<file path="src/rtl/mp_add_pkg.sv">
// Shared definitions for the multi-precision adder slice.
//   LIMB_W     : width of one operand limb
//   limb_t     : one limb
//   signed_ovf : two's-complement overflow from the operand and result sign bits
package mp_add_pkg;

  localparam int LIMB_W = 16;

  typedef logic [LIMB_W-1:0] limb_t;

  // Overflow happens when both addends share a sign and the sum's sign differs.
  function automatic logic signed_ovf(input logic a_msb, input logic b_msb,
                                      input logic s_msb);
    return (a_msb == b_msb) && (s_msb != a_msb);
  endfunction

endpackage

</file>
<file path="src/rtl/cla_16bit.sv">
// 16-bit adder built from four 4-bit carry-lookahead blocks whose group
// carries are chained block to block.
//   a, b : addends
//   cin  : carry into bit 0
//   sum  : a + b + cin, low 16 bits
//   cout : carry out of bit 15
module cla_16bit (
  input  logic [15:0] a,
  input  logic [15:0] b,
  input  logic        cin,
  output logic [15:0] sum,
  output logic        cout
);

  logic [3:0] g;
  logic [3:0] p;
  logic [4:0] c;
  logic       carry;

  always_comb begin
    // NOTE: every variable written here gets a value before any branch or
    // loop, so no path can leave one unassigned and infer a latch.
    sum   = '0;
    g     = '0;
    p     = '0;
    c     = '0;
    carry = cin;
    for (int k = 0; k < 4; k++) begin
      g    = a[4*k +: 4] & b[4*k +: 4];
      p    = a[4*k +: 4] ^ b[4*k +: 4];
      c[0] = carry;
      // Lookahead within the block: each carry is a flat sum of products of
      // the block's generate/propagate terms and its carry-in.
      c[1] = g[0] | (p[0] & c[0]);
      c[2] = g[1] | (p[1] & g[0]) | (p[1] & p[0] & c[0]);
      c[3] = g[2] | (p[2] & g[1]) | (p[2] & p[1] & g[0])
           | (p[2] & p[1] & p[0] & c[0]);
      c[4] = g[3] | (p[3] & g[2]) | (p[3] & p[2] & g[1])
           | (p[3] & p[2] & p[1] & g[0]) | (p[3] & p[2] & p[1] & p[0] & c[0]);
      sum[4*k +: 4] = p ^ c[3:0];
      carry = c[4];
    end
    cout = carry;
  end

endmodule

</file>
<file path="src/rtl/mp_add_seq.sv">
// Sequential multi-precision adder/subtractor. Operands arrive as 16-bit
// limbs, least-significant first; one cla_16bit does every limb and the
// carry between limbs is kept in a register.
//   clk, rst   : clock, asynchronous active-high reset
//   in_valid   : limb presented;  in_ready : limb accepted when both high
//   in_a, in_b : operand limbs;   in_first : limb 0 of a new operand
//   in_cin     : carry-in (first limb only)
//   in_sub     : A-B, sampled on the first limb, held for the operand
//   out_valid  : result limb held; out_ready : consumer takes it
//   out_sum    : result limb;     out_last : most-significant limb
//   out_cout   : final carry (1 = no borrow when subtracting), last limb only
//   out_ovf    : signed overflow of the full-width result, last limb only
//   err        : sticky, set when in_first aborts a partial operand
module mp_add_seq
  import mp_add_pkg::*;
#(
  parameter int WORDS = 4
) (
  input  logic  clk,
  input  logic  rst,
  input  logic  in_valid,
  output logic  in_ready,
  input  limb_t in_a,
  input  limb_t in_b,
  input  logic  in_first,
  input  logic  in_cin,
  input  logic  in_sub,
  output logic  out_valid,
  input  logic  out_ready,
  output limb_t out_sum,
  output logic  out_last,
  output logic  out_cout,
  output logic  out_ovf,
  output logic  err
);

  localparam int                 CNT_W    = $clog2(WORDS);
  localparam logic [CNT_W-1:0]   LAST_IDX = CNT_W'(WORDS - 1);

  logic [CNT_W-1:0] cnt;
  logic             carry_q;
  logic             sub_q;

  logic             accept;
  logic             first;
  logic             sub_eff;
  logic [CNT_W-1:0] eff_idx;
  logic             is_last;
  limb_t            b_eff;
  logic             cin_eff;
  limb_t            sum;
  logic             cout;

  assign in_ready = !out_valid || out_ready;
  assign accept   = in_valid && in_ready;

  // A limb is limb 0 either because the counter is idle or because the source
  // says so; the latter mid-operand discards the partial operand.
  assign first   = (cnt == '0) || in_first;
  assign eff_idx = first ? '0 : cnt;
  assign is_last = (eff_idx == LAST_IDX);

  // Subtraction is A + ~B + 1: invert B on every limb and force the +1 in as
  // the carry of limb 0.
  assign sub_eff = first ? in_sub : sub_q;
  assign b_eff   = in_b ^ {LIMB_W{sub_eff}};
  assign cin_eff = first ? (in_cin | in_sub) : carry_q;

  cla_16bit u_cla (
    .a    (in_a),
    .b    (b_eff),
    .cin  (cin_eff),
    .sum  (sum),
    .cout (cout)
  );

  // NOTE: state is updated with non-blocking assignments so every register
  // samples the values from before this edge, independent of statement order.
  always_ff @(posedge clk or posedge rst) begin
    if (rst) begin
      cnt       <= '0;
      carry_q   <= 1'b0;
      sub_q     <= 1'b0;
      out_valid <= 1'b0;
      out_sum   <= '0;
      out_last  <= 1'b0;
      out_cout  <= 1'b0;
      out_ovf   <= 1'b0;
      err       <= 1'b0;
    end else if (accept) begin
      out_valid <= 1'b1;
      out_sum   <= sum;
      out_last  <= is_last;
      out_cout  <= is_last && cout;
      out_ovf   <= is_last && signed_ovf(in_a[LIMB_W-1], b_eff[LIMB_W-1], sum[LIMB_W-1]);
      carry_q   <= cout;
      cnt       <= is_last ? '0 : eff_idx + CNT_W'(1);
      if (first) begin
        sub_q <= in_sub;
      end
      if (in_first && (cnt != '0)) begin
        err <= 1'b1;
      end
    end else if (out_ready) begin
      // Output taken with nothing new behind it.
      out_valid <= 1'b0;
    end
  end

endmodule

</file>
<file path="config.mk">
export PLATFORM = sky130hd
export DESIGN_NAME = mp_add_seq
export DESIGN_NICKNAME = d
export VERILOG_FILES = /design/src/rtl/mp_add_pkg.sv /design/src/rtl/cla_16bit.sv /design/src/rtl/mp_add_seq.sv
export SDC_FILE = /design/constraint.sdc
export NUM_CORES = 1
export LEC_CHECK = 0
export BUFFER_PORTS_ARGS = -buffer_cell sky130_fd_sc_hd__buf_4
export CAP_MARGIN = 20
export CELL_PAD_IN_SITES_DETAIL_PLACEMENT = 2
export CELL_PAD_IN_SITES_GLOBAL_PLACEMENT = 2
export CORE_ASPECT_RATIO = 0.6
export CORE_MARGIN = 5
export CORE_UTILIZATION = 30
export DETAILED_ROUTE_END_ITERATION = 12
export PLACE_DENSITY = 0.82
export SYNTH_ARGS = -nofsm -noshare
export SYNTH_HDL_FRONTEND = slang
export SYNTH_SLANG_ARGS = --single-unit
</file>
<file path="constraint.sdc">
create_clock -name clk -period 4.05 [get_ports clk]
set_input_delay 0.2025 -clock clk [delete_from_list [all_inputs] [get_ports clk]]
set_output_delay 0.2025 -clock clk [all_outputs]
set_load 0.1 [all_outputs]
</file>
; After elaboration in Yosys (flattened, before gate mapping)
; Index checks and enable logic that the tools add are counted.
[totals]
out_inout_bits = 22
mem_bits_rw = 0
regBits = 25
n_memories = 0
elab_cells = 149
latch_bits = 0
mem_bits_ro = 0
[classes]
n_eq_ne = 3
bitwise = 118
n_reduce_logical = 12
mux = 6
n_mul = 0
magnitude_cmp = 0
n_div = 0
add_sub_neg = 1
n_shift = 0
[ops]
columns = operator, count
row1 = $and A1 B1 Y1, 64
row2 = $or A1 B1 Y1, 41
row3 = $xor A4 B4 Y4, 8
row4 = $and A4 B4 Y4, 4
row5 = $xor A16 B16 Y16, 1
row6 = $logic_and A1 B1 Y1, 5
row7 = $mux W1, 4
row8 = $mux W2, 2
row9 = $reduce_bool A2 Y1, 2
row10 = $add A2 B1 Y2 const B, 1
row11 = $eq A2 B2 Y1 const B, 1
row12 = $logic_not A2 Y1, 1
row13 = $logic_or A1 B1 Y1, 2
row14 = $reduce_and A2 Y1, 1
row15 = $eq A1 B1 Y1, 1
row16 = $logic_not A1 Y1, 1
row17 = $ne A1 B1 Y1, 1

; Longest topological paths before layout
; Gate-level depths: netlist (run 1).
[logic_depth]
word_depth = 20
ltp_mapped = 14
ltp_nobuf = 13

; Cells and area by module
; A second synthesis (run 1) with hierarchy kept.
[unflattened]
cells_unflattened = 186
area_unflattened_um2 = 1965.6
[modules_own_cells]
columns = module, cells_each, seq_area_each_um2, area_each_um2, n_inst
row1 = mp_add_seq, 96, 625.6, 1223.7, 1
row2 = cla_16bit, 90, 0.0, 742.0, 1

; Worst setup path before layout (run 1)
; OpenSTA, ideal clock, no wires.
[synth_timing]
kind = register -> register
startpoint = register cnt[0]
endpoint = register out_sum[12]
slack_ns = 0.508
n_path_buf = 1
synth_period_minus_slack_ns = 3.542
t_arrival_ns = 3.459
required_time_ns = 3.967
path_stages_with_launch = 14
path_cell_list = dfrtp_1 -> o21bai_4 -> mux2i_2 -> buf_2 -> xnor2_1 -> ha_1 -> a21oi_1 -> o21ai_0 -> a2bb2oi_2 -> and4b_4 -> nor2_1 -> a21oi_1 -> fa_1 -> o21ai_0
[synth_between]
elab_chain_len = 15
elab_cells_between_ends = 46
cone_classes = 2 x mux / 42 x bitwise / 2 x reduce/logical
[synth_rtl]
columns = item, line_no
row1 = "start, declared", mp_add_seq.sv:40  ; logic [CNT_W-1:0] cnt;
row2 = "start signal, assigned", mp_add_seq.sv:97  ; cnt <= is_last ? '0 : eff_idx + CNT_W'(1);
row3 = $logic_not A2 Y1 (*), mp_add_seq.sv:59  ; assign first = (cnt == '0) || in_first;
row4 = $logic_or A1 B1 Y1 (*), mp_add_seq.sv:59
row5 = $mux W1, n/a
row6 = $xor A16 B16 Y16, mp_add_seq.sv:66  ; assign b_eff = in_b ^ {LIMB_W{sub_eff}};
row7 = $xor A4 B4 Y4 or $and A4 B4 Y4 (tied branches), "cla_16bit.sv:30, cla_16bit.sv:29"
row8 = "$and A1 B1 Y1, on equally long branches", "cla_16bit.sv:38, cla_16bit.sv:39"
row9 = "$or A1 B1 Y1, or another cell as far along", cla_16bit.sv:38  ; c[4] = g[3] | (p[3] & g[2]) | (p[3] & p[2] & g[1])
row10 = $or A1 B1 Y1 or $and A1 B1 Y1 (tied branches), "cla_16bit.sv:38, cla_16bit.sv:39"
row11 = $or A1 B1 Y1 or $and A1 B1 Y1 (tied branches), cla_16bit.sv:39  ; | (p[3] & p[2] & p[1] & g[0]) | (p[3] & p[2] & p[1] & p[0] & c[0]);
row12 = $or A1 B1 Y1, cla_16bit.sv:39
row13 = $and A1 B1 Y1, cla_16bit.sv:39
row14 = $or A1 B1 Y1, cla_16bit.sv:39
row15 = $and A1 B1 Y1, cla_16bit.sv:39
row16 = $or A1 B1 Y1, cla_16bit.sv:39
row17 = $xor A4 B4 Y4 (*), cla_16bit.sv:40  ; sum[4*k +: 4] = p ^ c[3:0];
row18 = "end signal, assigned", mp_add_seq.sv:92  ; out_sum <= sum;
row19 = "end, declared", mp_add_seq.sv:30  ; output limb_t out_sum,
; Mark *: on every way between the ends. The rest lies on a longest branch, timed or not.
; A chain may end at the register's enable or synchronous reset.

; Worst setup path after layout (run 1)
; Ends and elaborated chain as after synthesis.

==> qor.csv, run 1 <==
stage,metric,value,unit
power,p_per_area,631.0,nW/µm²
sta,setup_viol,0,
sta,fin_skew,0.004918,ns
outcome,status,"finished, violations left",
clock_network,clock_sinks,25,
setup_path,cp_max_fo,8,
setup_path,critPathArrivalTime,3.70,ns
clock_network,clkLatencyLatePin,0.28,ns
drt,dr.pass1.iters,4,
run,drv_cap,0,
global_routing,grt_overflow,0,
final_layout,fin_util,41.19,%
placed_design,gp_congestion,0.7800,
final_layout,area_growth,32.18,%
drt,ant_nets,0,
global_routing,antenna_found_initial,0,
logic_synthesis,yosys.area.top_type,dfrtp_1,
setup_path,required,4.25,ns
clock_network,clkTransAtPathRegs,0.10,ns
drt,wl,5684,µm
drt,met1_length,2940,µm
logic_synthesis,syn_area_per_cell,9.242,µm²
setup_path,r2r_slack,0.55,ns
drt,drc_errors,0,
logic_synthesis,yosysSeqAreaShare,32.70,%
drt,wl_per_cell,16.10,µm
logic_synthesis,synth-async-reset-ratio,100.0,%
sta,setup-tns-final,0,ns
drt,top_layer,met4,
power,p_leak,1.197,nW
logic_synthesis,synth_nets,267,
drt,wl_met2,2509,µm
clock_network,cts_tree,yes,
logic_synthesis,yosys.cell_types.count,46,
sta,fin_crit_sh,86.38,%
sta,worst_pin_slew,0.5551,ns
floorplanning,core,6138,µm²
final_layout,diodes,0,
logic_synthesis,yosysMostFrequentCell,nand2_1,
drt,vias,1735,
floorplanning,ios,61,
sta,slew_headroom,62.95,%
floorplanning,die_w,113.1,µm
logic_synthesis,synth_area_leaders,"dfrtp_1 (33%), ha_1 (11%), xnor2_1 (7.8%)",
min_path,min_path_type,in -> async,
sta,maxSlewViolCount,0,
drt,wl_met3,184,µm
sta,hold-worst-slack,-0.03342,ns
setup_path,start_kind,flop,
setup_path,crit_type,reg -> reg,
clock_network,cts_buffer_depth,2,
logic_synthesis,synthCells,207,
setup_path,critPathCaptureType,flop,
logic_synthesis,yosysTopAreaCellShare,32.70,%
sta,fmax,0.2858,GHz
placed_design,place_hpwl,4674,µm
clock_network,htree_levels,1,
sta,rsz0062_at_grt,false,
outcome,violations,negative hold slack,
final_layout,nNetsFinal,330,
logic_synthesis,synth_edf_count,0,
floorplanning,start_util,31.17,%
placed_design,pre_cts_slack,0.5872,ns
sta,fin_ws,0.5514,ns
clock_network,holdBufCountCts,0,
global_routing,grt_start_max_net_pins,40,
setup_path,regToRegEndpoint,out_sum[12],
floorplanning,dieHeight,71.86,µm
floorplanning,die_area,8126,µm²
logic_synthesis,synth_seq_cells,25,
setup_path,cp-startpoint,cnt[0],
floorplanning,rows,22,
placed_design,place.port_buffers,60,
drt,viasPerCell,4.915,
setup_path,reg2reg_from,cnt[0],
logic_synthesis,netlist_area,1913,µm²
logic_synthesis,synth_flop_cell,dfrtp_1,
clock_network,cts_resized,0,
power,power,1.596,mW
clock_network,root_buffer,clkbuf_8,
drt,drt-initial-drc-count,25,
sta,finalHoldViolations,11,
global_routing,grt_pass1_wl,9694,µm
setup_path,r2r_cells,13,
clock_network,numCtsBuffers,3,
clock_network,cts_setup_buffers,0,
power,vdd_ir_drop_max,0.3858,mV
sta,min_period,3.499,ns
global_routing,grt_pass1_vias,1888,
logic_synthesis,synth_commonest_cells,"nand2_1 (31), dfrtp_1 (25), o21ai_0 (18), ha_1 (17), xnor2_1 (17)",
final_layout,drive_gt1_share,29.00,%
global_routing,grt.total_usage,14.62,%
logic_synthesis,yosys_warnings,0,
## placed cells by master, fill, tap and decap left out, types with 2 or more instances in the layout
master,Yosys,final
xor2_1,4,4
fa_1,4,4
ha_1,17,17
o21a_1,4,4
buf_4,0,63
o311ai_0,2,2
nand4_1,3,3
clkbuf_8,0,3
nor3_1,4,4
a21o_1,3,3
a21oi_1,10,10
xnor2_1,17,17
dfrtp_1,25,25
o21ai_0,18,18
a31oi_1,2,2
nor2_1,6,6
and4_1,2,2
inv_1,14,14
nor2b_1,3,3
and2_1,2,2
nand2b_1,2,2
o31ai_1,4,4
nand2_1,31,31
or4_1,2,2
or3_1,2,2
## logic make-up after synthesis
logic type	share of synthesized area, %
muxes	0.7193
xor gates and xnor gates	9.614
buffers and inverters	3.989
adders and majority gates	15.30
and+or+nand+nor	16.55
AOI/OAI and AO/OA	21.13
DFF	32.70
## registers in the layout, indices dropped and copies added, names as in the netlist
signal,flops
carry_q,1
cnt,2
err,1
out_cout,1
out_last,1
out_ovf,1
out_sum,16
out_valid,1
sub_q,1
## worst max-delay path by stage
stage                        endpoint  slack [ns]  depth (start not counted)
final                     out_sum[12]        0.55                         13
after global routing      out_sum[12]        0.26                         13
after CTS                 out_sum[13]        0.52                         14
after floorplan           out_sum[12]        0.51                         13
after detailed placement  out_sum[12]        0.59                         13
after global placement    out_sum[12]        0.77                         13
## critical path, cell delays in order (launching register included)
cell	delay (ns)
dfrtp_1	0.44
o21bai_4	0.25
mux2i_2	0.28
buf_4	0.22
xnor2_1	0.13
ha_1	0.29
a21oi_1	0.27
o21ai_0	0.20
a2bb2oi_2	0.26
and4b_4	0.27
nor2_1	0.05
a21oi_1	0.19
fa_1	0.42
o21ai_0	0.15
## final cells by class
class                           instances  area, µm²
Sequential cell                        25      625.6
Clock buffer                            3      41.29
Clock inverter                          1      5.005
Timing Repair Buffer                   64      488.0
Inverter                               14      52.55
Tap cell                               84      105.1
Fill cell                             702       3610
Multi-Input combinational cell        162       1211
## through the flow
step | cell area (µm²) | std cells
final | 2529 | 353
after detailed placement | 2467 | 348
after global placement | 2467 | 348
after floorplan | 1913 | 207
after CTS | 2514 | 352
after global routing | 2529 | 353
## metal layers
metal,global-route usage (%),vias to the layer above
met5,0,-
met4,3.200,0
met3,1.603,5
met2,23.69,37
met1,21.05,838
li1,-,855
## report_power, final
part	switching, mW	leakage (nW)	internal (mW)
Combinational	0.774	0.867	0.297
Sequential	0.0450	0.304	0.322
Clock	0.0888	0.0255	0.0691
Total	0.908	1.20	0.688
(Power assumes the default switching activity.)
==> inputs of run 2 (changes only) <==
--- a/config.mk
+++ b/config.mk
@@ -13,7 +13,9 @@
 export CORE_MARGIN = 5
 export CORE_UTILIZATION = 30
 export DETAILED_ROUTE_END_ITERATION = 12
-export PLACE_DENSITY = 0.82
+export PLACE_DENSITY = 0.89
+export RECOVER_POWER = 25
 export SYNTH_ARGS = -nofsm -noshare
 export SYNTH_HDL_FRONTEND = slang
 export SYNTH_SLANG_ARGS = --single-unit
+export TNS_END_PERCENT = 5
==> run 2 against run 1 <==
  * The run still ends with negative hold slack left
  * Sequential share of layout area rose by 0.12 points
  * Die area unchanged
  * Largest cell class unchanged
  * Clock skew decreased by 0.0014 ns
  * Wire length increased by 2.8%
  * Global-route usage increased by 0.10 points
  * Flip-flop and latch count unchanged
  * First-iteration DRC count grew 32%
==> qor.csv, run 2 (synthesis gave the netlist of run 1 again) <==
stage,metric,value,unit
final_layout,drive_gt1_share,27.99,%
clock_network,holdBufCountCts,0,
drt,wl,5843,µm
setup_path,critPathBufInv,1,
sta,fin_skew,0.003568,ns
global_routing,busiest_layer,met2,
run,drv_cap,0,
global_routing,antenna_found_initial,0,
setup_path,cpMaxStageDelayCell,dfrtp_1,
power,swShare,57.10,%
global_routing,grt.total_usage,14.72,%
power,clkPwrFrac,9.8,%
sta,worst_pin_slew,0.6608,ns
final_layout,reg.largest.list,"out_sum x16, cnt x2",
final_layout,largest_reg_flops,16,
setup_path,crit_type,reg -> reg,
clock_network,cts_setup_buffers,0,
final_layout,final_common_cell,buf_4,
setup_path,start_kind,flop,
final_layout,nNetsFinal,329,
min_path,min_path_type,in -> async,
floorplanning,die_area,8126,µm²
setup_path,path_cells,o21bai_4 > mux2i_2 > buf_4 > xnor2_1 > ha_1 > a21oi_1 > o21ai_0 > a2bb2oi_2 > and4b_4 > nor2_1 > a21oi_1 > fa_1 > o21ai_0,
outcome,violations,negative hold slack,
drt,vias,1722,
final_layout,diodes,0,
global_routing,grt_overflow,0,
setup_path,critPathArrivalTime,3.79,ns
final_layout,final_cell_mix,"buf_4 (60), nand2_1 (31), dfrtp_1 (25)",
drt,drt-initial-drc-count,33,
setup_path,cp-startpoint,cnt[0],
floorplanning,die_w,113.1,µm
power,power.internal,0.6871,mW
setup_path,required,4.24,ns
drt,dr.pass1.iters,4,
clock_network,cts_buffer_depth,2,
global_routing,grt_start_max_net_pins,26,
global_routing,met1_usage,19.92,%
floorplanning,dieHeight,71.86,µm
sta,rsz0062_at_grt,false,
clock_network,clkLatencyLatePin,0.27,ns
clock_network,clkTransAtPathRegs,0.09,ns
outcome,status,"finished, violations left",
global_routing,grt.met2_usage,25.00,%
drt,drc_errors,0,
setup_path,reg2reg_from,cnt[0],
placed_design,place.port_buffers,60,
clock_network,cts_tree,yes,
power,power,1.602,mW
clock_network,htree_levels,1,
sta,setup_viol,0,
global_routing,grt_pass1_vias,1865,
clock_network,clock_sinks,25,
global_routing,grt_pass1_wl,9597,µm
final_layout,area_growth,31.52,%
clock_network,root_buffer,clkbuf_8,
setup_path,regToRegEndpoint,out_sum[12],
clock_network,numCtsBuffers,3,
power,combPwrFrac,67.0,%
global_routing,met3_usage,3.122,%
setup_path,critPathCaptureType,flop,
power,seqPwrFrac,23.2,%
final_layout,regMostFlops,out_sum,
setup_path,r2r_slack,0.45,ns
setup_path,crit_family,compound AO/OA/AOI/OAI gates,
setup_path,cp.depth,13,
sta,finalHoldViolations,14,
setup_path,max_stage_delay,0.44,ns
power,p_switching,0.9147,mW
sta,setup-tns-final,0,ns
floorplanning,rows,22,
floorplanning,core,6138,µm²
floorplanning,ios,61,
sta,maxSlewViolCount,0,
setup_path,r2r_cells,13,
power,vdd_ir_drop_max,0.3756,mV
clock_network,cts_resized,0,
sta,slew_headroom,55.95,%
drt,wl_per_cell,16.60,µm
sta,fin_crit_sh,88.90,%
drt,viasPerCell,4.892,
power,p_leak,1.186,nW
placed_design,dpl_cell_area,2467,µm²
placed_design,gp_congestion,0.7690,
final_layout,fin_area,2516,µm²
drt,ant_nets,0,
placed_design,place_hpwl,4638,µm
setup_path,cp_max_fo,17,
sta,fmax,0.2777,GHz
sta,hold-worst-slack,-0.02028,ns
floorplanning,start_util,31.17,%
power,p_per_area,636.6,nW/µm²
sta,min_period,3.601,ns
-- run 2: changes by cell type in the layout (fill, tap and decap cells not counted) --
| cell | change |
|---|---|
| clkinv_2 | -1 |
| clkbuf_1 | +2 |
| clkbuf_4 | +1 |
| buf_4 | -3 |
-- run 2: area by class of cell --
class	instances	area (µm²)
Clock buffer	4	45.04
Fill cell	709	3622
Sequential cell	25	625.6
Multi-Input combinational cell	162	1211
Inverter	14	52.55
Tap cell	84	105.1
Timing Repair Buffer	63	476.7
-- run 2: through the flow --
| step | setup slack (ns) | util, % | hold slack, ns | std cells |
|---|---|---|---|---|
| 4_1_cts | 0.4158 | 40.93 | 0.1394 | 351 |
| 6_report | 0.4494 | 40.99 | -0.02028 | 352 |
| 3_3_place_gp | 0.6270 | 39.95 | 0.4094 | 346 |
| 2_1_floorplan | 0.5079 | - | 0.2298 | 207 |
| 3_5_place_dp | 0.4690 | 40.20 | 0.4281 | 347 |
| 5_1_grt | 0.1655 | 40.99 | 0.03694 | 352 |
-- run 2: worst max-delay path by stage --
stage,end,slack (ns)
floorplan,out_sum[12],0.51
detailed placement,out_sum[12],0.47
finish,out_sum[12],0.45
global route,out_sum[12],0.17
global placement,out_sum[12],0.63
CTS,out_sum[12],0.42
-- run 2: power groups by stage --
| stage | registers, mW | clock network (mW) | logic, mW |
|---|---|---|---|
| final | 0.372 | 0.157 | 1.07 |
| after global routing | 0.383 | 0.171 | 1.14 |
| after CTS | 0.374 | 0.161 | 1.08 |
| after detailed placement | 0.378 | 0 | 1.07 |
| after global placement | 0.375 | 0 | 1.04 |
| after floorplan | 0.840 | 0 | 0.350 |
-- run 2: layer usage --
metal | wire length (µm) | part of all wire, %
met4 | 19 | 0.33
met1 | 2830 | 48
met3 | 266 | 4.6
met5 | 0 | 0
met2 | 2726 | 47
==> inputs of run 3 (changes only) <==
--- a/config.mk
+++ b/config.mk
@@ -5,17 +5,18 @@
 export SDC_FILE = /design/constraint.sdc
 export NUM_CORES = 1
 export LEC_CHECK = 0
-export BUFFER_PORTS_ARGS = -buffer_cell sky130_fd_sc_hd__buf_4
 export CAP_MARGIN = 20
 export CELL_PAD_IN_SITES_DETAIL_PLACEMENT = 2
 export CELL_PAD_IN_SITES_GLOBAL_PLACEMENT = 2
 export CORE_ASPECT_RATIO = 0.6
 export CORE_MARGIN = 5
-export CORE_UTILIZATION = 30
+export CORE_UTILIZATION = 39
 export DETAILED_ROUTE_END_ITERATION = 12
-export PLACE_DENSITY = 0.89
+export DONT_BUFFER_PORTS = 1
+export PLACE_DENSITY = 0.88
 export RECOVER_POWER = 25
 export SYNTH_ARGS = -nofsm -noshare
 export SYNTH_HDL_FRONTEND = slang
+export SYNTH_HIERARCHICAL = 1
 export SYNTH_SLANG_ARGS = --single-unit
 export TNS_END_PERCENT = 5
==> run 3 against run 2 <==
  * The run now ends clean
  * Synthesized area up 2.7%
  * Sequential share of layout area increased by 4.8 points
  * Wire length decreased by 2.7%
  * Combinational power is 45% lower
  * Via count decreased by 15%
  * Critical path type unchanged
==> qor.csv, run 3 <==
stage,metric,value,unit
outcome,status,"complete, no violations",
final_layout,area_growth,7.384,%
sta,min_period,3.729,ns
logic_synthesis,yosys.cell_types.count,47,
power,p_per_area,840.2,nW/µm²
placed_design,pre_cts_slack,0.2502,ns
clock_network,clkTransAtPathRegs,0.09,ns
logic_synthesis,synth-async-reset-ratio,100.0,%
global_routing,busiest_layer,met2,
power,power,1.774,mW
final_layout,final_cell_mix,"dfrtp_1 (25), xnor2_1 (20), mux2_2 (19)",
global_routing,met1_usage,22.63,%
setup_path,critPathArrivalTime,3.89,ns
global_routing,met3_usage,5.054,%
global_routing,grt_overflow,0,
setup_path,reg2reg_from,cnt[0],
logic_synthesis,yosys.area.top_type,dfrtp_1,
logic_synthesis,yosysMostFrequentCell,dfrtp_1,
clock_network,htree_levels,1,
power,vdd_ir_drop_max,0.3803,mV
logic_synthesis,yosysTopAreaCellShare,31.83,%
placed_design,dpl_cell_area,2046,µm²
final_layout,fin_util,42.39,%
logic_synthesis,yosysSeqAreaShare,31.83,%
placed_design,place.port_buffers,0,
placed_design,place_hpwl,4511,µm
power,p_leak,0.8700,nW
drt,ant_nets,0,
sta,finalHoldViolations,0,
setup_path,cp_max_fo,11,
sta,maxSlewViolCount,0,
floorplanning,die_w,101.7,µm
sta,fin_skew,0.001808,ns
logic_synthesis,synth_seq_cells,25,
logic_synthesis,synth_nets,246,
drt,vias,1462,
sta,fin_crit_sh,92.08,%
clock_network,cts_setup_buffers,0,
sta,fin_ws,0.3209,ns
final_layout,reg.largest.list,"out_sum x16, cnt x2",
logic_synthesis,syn_area_per_cell,10.57,µm²
min_path,min_path_type,in -> reg,
drt,wl_per_cell,22.03,µm
setup_path,cp-startpoint,cnt[0],
global_routing,grt_start_max_net_pins,26,
floorplanning,dieHeight,64.99,µm
global_routing,grt.met2_usage,30.46,%
sta,rsz0062_at_grt,false,
drt,drt-initial-drc-count,15,
clock_network,cts_buffer_depth,2,
setup_path,critPathCaptureType,flop,
min_path,hold_start,in_valid,
drt,dr.pass1.iters,4,
clock_network,clock_sinks,25,
sta,slew_headroom,35.19,%
setup_path,required,4.21,ns
setup_path,start_kind,flop,
final_layout,diodes,0,
floorplanning,ios,61,
final_layout,final_common_cell,dfrtp_1,
logic_synthesis,synth_flop_cell,dfrtp_1,
placed_design,gp_congestion,0.7468,
logic_synthesis,synth_area_leaders,"dfrtp_1 (32%), mux2_2 (11%), ha_1 (11%)",
sta,setup-tns-final,0,ns
drt,drc_errors,0,
global_routing,grt_pass1_vias,1721,
final_layout,largest_reg_flops,16,
floorplanning,start_util,39.47,%
sta,setup_viol,0,
final_layout,nNetsFinal,253,
sta,worst_pin_slew,0.9698,ns
global_routing,grt.total_usage,17.73,%
final_layout,drive_gt1_share,19.79,%
logic_synthesis,synth_commonest_cells,"dfrtp_1 (25), xnor2_1 (20), mux2_2 (19), ha_1 (17)",
clock_network,clkLatencyLatePin,0.27,ns
final_layout,fin_area,2111,µm²
drt,wl,5685,µm
floorplanning,core,4980,µm²
setup_path,crit_type,reg -> reg,
sta,fmax,0.2682,GHz
logic_synthesis,netlist_area,1966,µm²
logic_synthesis,synth_edf_count,0,
run,drv_cap,0,
drt,viasPerCell,5.667,
global_routing,grt_pass1_wl,9018,µm
clock_network,root_buffer,clkbuf_8,
clock_network,cts_tree,yes,
final_layout,regMostFlops,out_sum,
final_layout,nFillCells,531,
logic_synthesis,yosys_warnings,6,
logic_synthesis,synthCells,186,
clock_network,numCtsBuffers,3,
floorplanning,die_area,6606,µm²
floorplanning,rows,20,
global_routing,antenna_found_initial,0,
## run 3: power by group
group	internal, mW	leakage (nW)	total (mW)	switching, mW
combinational	0.282	0.551	0.586	0.304
clock	0.0705	0.0228	0.156	0.0854
sequential	0.331	0.296	1.03	0.701
## run 3: metrics by stage
| stage | hold slack, ns | instances |
|---|---|---|
| global route | 0.05556 | 258 |
| finish | 0.06125 | 258 |
| floorplan | 0.2298 | 186 |
| global placement | 0.3164 | 252 |
| detailed placement | 0.3549 | 252 |
| CTS | 0.07045 | 256 |
## run 3: cells by family (layout without fill, tap and decap cells)
group / Yosys count / in the layout / share of synthesized area [%]
xor+xnor: 23 / 23 / 10.25
flops: 25 / 25 / 31.83
simple gates: 47 / 47 / 12.60
buf+inv: 12 / 18 / 3.183
fa+ha+maj: 21 / 21 / 14.89
compound gates: 38 / 38 / 15.21
mux: 20 / 20 / 12.03
## run 3: routing by layer
layer / up-vias / part of all wire (%)
li1: 678 / -
met1: 738 / 46
met2: 40 / 47
met3: 6 / 5.3
met4: 0 / 0.95
met5: - / 0
## run 3: worst max-delay path: stages (launching register included)
cell	delay, ns
dfrtp_1	0.44
o21bai_4	0.23
mux2i_4	0.41
buf_4	0.30
xnor2_1	0.09
ha_1	0.42
nand4_1	0.12
a31oi_1	0.40
or3_1	0.19
o221a_1	0.20
o221a_1	0.25
nand3b_1	0.15
nor2_1	0.05
a221o_1	0.35
## run 3: area by class of cell
cell class	count	area [µm²]	share of cell area, %
multi-input combinational	149	1284	60.82
sequential	25	625.6	29.64
tap	66	82.58	3.912
clock buffer	4	45.04	2.134
timing repair buffer	6	43.79	2.075
inverter	8	30.03	1.423
## run 3: path summary, 6_finish.rpt
check,to,slack [ns],cells past startpoint
worst max-delay path,out_ovf,0.32,13
worst min-delay path,out_valid,0.06,1
worst max register to register,out_ovf,0.32,13
worst min register to register,carry_q,0.57,1
max in group asynchronous,out_sum[0],2.53,3
min in group asynchronous,out_sum[7],0.38,2
## run 3: timing repair
item	4_1_cts	5_1_grt
hold buffers	0	1
gates resized for setup	0	1
setup endpoints to repair	0	1
endpoints found under the hold margin	0	11
